===== config.mk =====
export PLATFORM = sky130hd
export DESIGN_NAME = sync_chain_filter
export DESIGN_NICKNAME = d
export VERILOG_FILES = /design/src/rtl/sync_chain_filter.sv
export SDC_FILE = /design/constraint.sdc
export NUM_CORES = 1
export LEC_CHECK = 0
export BUFFER_PORTS_ARGS = -buffer_cell sky130_fd_sc_hd__buf_2
export CAP_MARGIN = 20
export CORE_UTILIZATION = 47
export DETAILED_ROUTE_END_ITERATION = 8
export PLACE_DENSITY = 0.74
export SYNTH_ARGS = -nofsm -noshare
export SYNTH_HDL_FRONTEND = slang
export SYNTH_SLANG_ARGS = --single-unit
export TNS_END_PERCENT = 100

===== constraint.sdc =====
create_clock -name i_clk -period 2.3 [get_ports i_clk]
set_input_delay 0.115 -clock i_clk [delete_from_list [all_inputs] [get_ports i_clk]]
set_output_delay 0.115 -clock i_clk [all_outputs]
set_load 0.02 [all_outputs]

===== src/rtl/sync_chain_filter.sv =====
// Multi-channel async-input synchronizer: configurable flop chain, optional debounce filter, registered edge pulses.
// Latency STAGES edges (STAGES+FILTER_CYCLES with filter); no backpressure, every input is sampled each cycle.
module sync_chain_filter #(
    parameter int                  CHANNELS      = 4,
    parameter int                  STAGES        = 2,
    parameter logic [CHANNELS-1:0] RST_VAL       = '0,
    parameter int                  FILTER_CYCLES = 0
) (
    input  logic                i_clk,
    input  logic                i_rst_n,
    input  logic [CHANNELS-1:0] i_async,
    output logic [CHANNELS-1:0] o_sync,
    output logic [CHANNELS-1:0] o_rise,
    output logic [CHANNELS-1:0] o_fall,
    output logic                o_changed
);
    localparam int CW = (FILTER_CYCLES < 1) ? 1 : $clog2(FILTER_CYCLES + 1);

    logic [CHANNELS-1:0] r_stage [STAGES];
    logic [CHANNELS-1:0] w_s;
    logic [CHANNELS-1:0] w_sync;
    logic [CHANNELS-1:0] w_sync_nxt;
    logic [CHANNELS-1:0] r_rise;
    logic [CHANNELS-1:0] r_fall;
    logic                r_changed;

    // Only stage 0 ever sees the asynchronous input.
    always_ff @(posedge i_clk) begin
        if (!i_rst_n) begin
            for (int k = 0; k < STAGES; k++) r_stage[k] <= RST_VAL;
        end else begin
            r_stage[0] <= i_async;
            for (int k = 1; k < STAGES; k++) r_stage[k] <= r_stage[k-1];
        end
    end

    assign w_s = r_stage[STAGES-1];

    generate
        if (FILTER_CYCLES == 0) begin : g_bypass
            assign w_sync     = w_s;
            assign w_sync_nxt = r_stage[STAGES-2];
        end else begin : g_filter
            logic [CHANNELS-1:0] r_filt;
            logic [CW-1:0]       r_cnt [CHANNELS];
            logic [CHANNELS-1:0] w_hit;

            // A channel flips once it has disagreed with the filtered level for N edges in a row.
            always_comb begin
                w_hit = '0;
                for (int c = 0; c < CHANNELS; c++)
                    w_hit[c] = (w_s[c] != r_filt[c]) && (r_cnt[c] == CW'(FILTER_CYCLES - 1));
            end

            assign w_sync_nxt = r_filt ^ w_hit;
            assign w_sync     = r_filt;

            always_ff @(posedge i_clk) begin
                if (!i_rst_n) begin
                    r_filt <= RST_VAL;
                    for (int c = 0; c < CHANNELS; c++) r_cnt[c] <= '0;
                end else begin
                    r_filt <= w_sync_nxt;
                    for (int c = 0; c < CHANNELS; c++) begin
                        if ((w_s[c] == r_filt[c]) || w_hit[c]) r_cnt[c] <= '0;
                        else                                   r_cnt[c] <= r_cnt[c] + 1'b1;
                    end
                end
            end
        end
    endgenerate

    // Pulses are computed from the level about to be loaded, so they align with the new o_sync.
    always_ff @(posedge i_clk) begin
        if (!i_rst_n) begin
            r_rise    <= '0;
            r_fall    <= '0;
            r_changed <= 1'b0;
        end else begin
            r_rise    <= w_sync_nxt & ~w_sync;
            r_fall    <= ~w_sync_nxt & w_sync;
            r_changed <= |(w_sync_nxt ^ w_sync);
        end
    end

    assign o_sync    = w_sync;
    assign o_rise    = r_rise;
    assign o_fall    = r_fall;
    assign o_changed = r_changed;
endmodule


==> summary.txt <==
Route
  – Met3 routed WL: between 50 and 60 um
  – DRT iter0 DRCs: 1
  – Top layer used by detailed routing: met3
  – Via count: 380
  – Antenna-violating nets left: 0
  – Vias per cell: roughly 4.4
  – DR WL/cell: a little under 9 um
  – M1 WL: roughly 310 um
  – Routed Wire Length: about 760 um
  – Routed met2 length: 384 um
  – Drt pass-1 iters: 2
  – Post-route DRC: 0

Synthesis
  – Post-synth top area share: 54.5%
  – Count of cell types in the netlist: 10
  – Top cells by count, synth: dfxtp_1, and2_2, ha_1, inv_1
  – Synthesized instance count: between 50 and 60
  – Synth area leaders: dfxtp_1, ha_1, and2_2, buf_4, inv_1
  – Largest area contributor in the netlist: dfxtp_1
  – Netlist Area Pre-Place: roughly 620 sq um
  – Most common cell in the netlist: dfxtp_1
  – Synthesized Nets: 70
  – Predominant post-synthesis flop cell: dfxtp_1
  – Syn Area/Cell: 11.1 sq um
  – Post-synth ARST share: 0%
  – Post-synthesis register bit count: 17
  – YS warnings: 0
  – Post-synthesis sequential area ratio: around 55%
  – Number of flops mapped to enable cells by yosys: 0

Run status
  – Status: finished clean

CTS
  – Longest Clk Path Bufs: 2
  – # Post-CTS Setup Buffers: 0
  – CTS tree: done
  – Cts hold-fix bufs: 0
  – Post_cts resized: 0
  – H-tree lvl count: 1
  – Worst-path clk slew: about 90 ps
  – CTS root buf: clkbuf_4
  – Worst skew pair latency: between 200 and 300 ps
  – Cts bufs inserted: 3
  – Clock sink total: 17

STA
  – Post-Route Skew: 0.929 ps
  – Post-route clock period utilization: 41.6%
  – Final Hold Fails: 0
  – Fmax: between 1000 and 1500 MHz
  – RSZ-0062 raised after global routing: no
  – Final setup fails: 0
  – Final Max Slew Viols: 0
  – Worst Tran Pin Value: ~180 ps
  – Slew HR: between 80% and 90%
  – Final min period: between 900 and 1000 ps
  – Worst hold slack: 29.2 ps
  – Setup TNS: 0 ps

Die
  – Core area: roughly 1200 sq um
  – Row count: 12
  – Ports: 19
  – Die footprint: between 1000 and 1500 sq um
  – Effective utilization at floorplan: 53.3%
  – Die width: a little under 40 um
  – Die Y: 38.4 um

Power and ir drop
  – IR drop worst, VDD: approximately 520 uV
  – Pwr/cell area: a little over 700 nW/um^2
  – Pleak: approximately 0.00037 uW

Setup path
  – CP Launch Type: flop
  – CP arrival: about 1200 ps
  – CP peak stage delay: 350 ps
  – Crit Path Class: flop to flop
  – Critical Path RT: approximately 2500 ps
  – Crit end category: flop
  – CP max-delay cell: dfxtp_1
  – CP Max Fanout: 3
  – Worst path cell trace: inv_1 -> ha_1 -> a41oi_1

Final layout
  – Diodes inserted: 0
  – Layout fillers: ~110
  – Share of layout cells above drive strength 1: 41.1%
  – Final Net Count: 88
  – Multi-input logic area: roughly 210 sq um
  – Storage cell area: 340 sq um
  – Layout area overhead: 14.8%
  – Final Util: roughly 61%

Placed design
  – GPL Wtd Cong: a little under 0.7
  – IO Port Bufs: 18
  – Post-DP HPWL: between 500 and 600 um

GRT
  – Number of global-route vias before repair: ~360
  – GR Util All Layers: about an eighth
  – Antenna violations before repair: 0
  – First-pass GRT wire length: around 1.3 mm
  – Grt total ovfl: 0
  – Largest net degree at the start of global routing: 14

Min path
  – Hold crit path type: input port to flop

Flow run
  – Max cap viols: 0
-- state kept, by name, indices dropped and copies added (netlist names) --
signal,cells
o_fall,4
o_rise,4
r_stage,8
o_changed,1
-- routing by layer --
layer / vias to the layer above / global-route usage (%)
met5: - / 0
met4: 0 / 5.17
met3: 0 / 7.56
met2: 13 / 24.6
met1: 171 / 11.3
li1: 196 / -
-- per-stage QoR --
step	total power, uW	cells	setup slack [ps]	cell area [sq um]
after floorplan	353	56	1400	624
after CTS	519	87	1330	717
after detailed placement	366	83	1350	691
after global placement	364	83	1380	691
after global routing	540	87	1260	717
final	511	87	1340	717
-- kinds of logic (layout without fill, tap and decap cells) --
logic type | after synthesis | in the layout | share of synthesized area (%)
buffers and inverters | 14 | 31 | 12.0
AOI/OAI and AO/OA | 1 | 1 | 1.40
DFF | 17 | 17 | 54.5
and+or+nand+nor | 16 | 16 | 16.0
adders and majority gates | 8 | 8 | 16.0
-- path summary, 6_finish.rpt --
kind	start	end	slack (ps)	cells after the start
hold / removal	i_async[2]	r_stage[0][2]$_SDFF_PN0_	30	2
setup / recovery	r_stage[0][5]$_SDFF_PN0_	o_changed$_SDFF_PN0_	1340	3
setup reg to reg	r_stage[0][5]$_SDFF_PN0_	o_changed$_SDFF_PN0_	1340	3
hold reg to reg	r_stage[0][1]$_SDFF_PN0_	r_stage[0][5]$_SDFF_PN0_	470	2
-- worst max-delay path, delay by kind of cell, from the launching register on --
family,cells,cell delay (ps)
buffers and inverters,1,50
adders and majority gates,1,290
DFF,1,350
AOI/OAI and AO/OA,1,200
-- final cells by class --
| class | instances | share of cell area (%) |
|---|---|---|
| repair buffers | 18 | 12.6 |
| flip-flops and latches | 17 | 47.5 |
| clock buffers | 4 | 3.66 |
| multi-input cells | 25 | 29.1 |
| inverters | 9 | 4.71 |
| well taps | 14 | 2.44 |
-- cells in the final DEF, fill, tap and decap left out --
cell type / n
buf_2: 18
dfxtp_1: 17
inv_1: 8
and2_2: 8
ha_1: 8
nor2_1: 4
and2_1: 4
clkbuf_4: 3
inv_2: 1
a41oi_1: 1
clkbuf_1: 1
-- where the power goes --
| part | switching, uW | internal, uW | leakage (uW) |
|---|---|---|---|
| Sequential | 4.85 | 307 | 0.000140 |
| Combinational | 26.5 | 19.2 | 0.000216 |
| Clock | 86.1 | 67.3 | 0.0000150 |
| Total | 117 | 393 | 0.000371 |
Power figures use the tool's default switching activity.
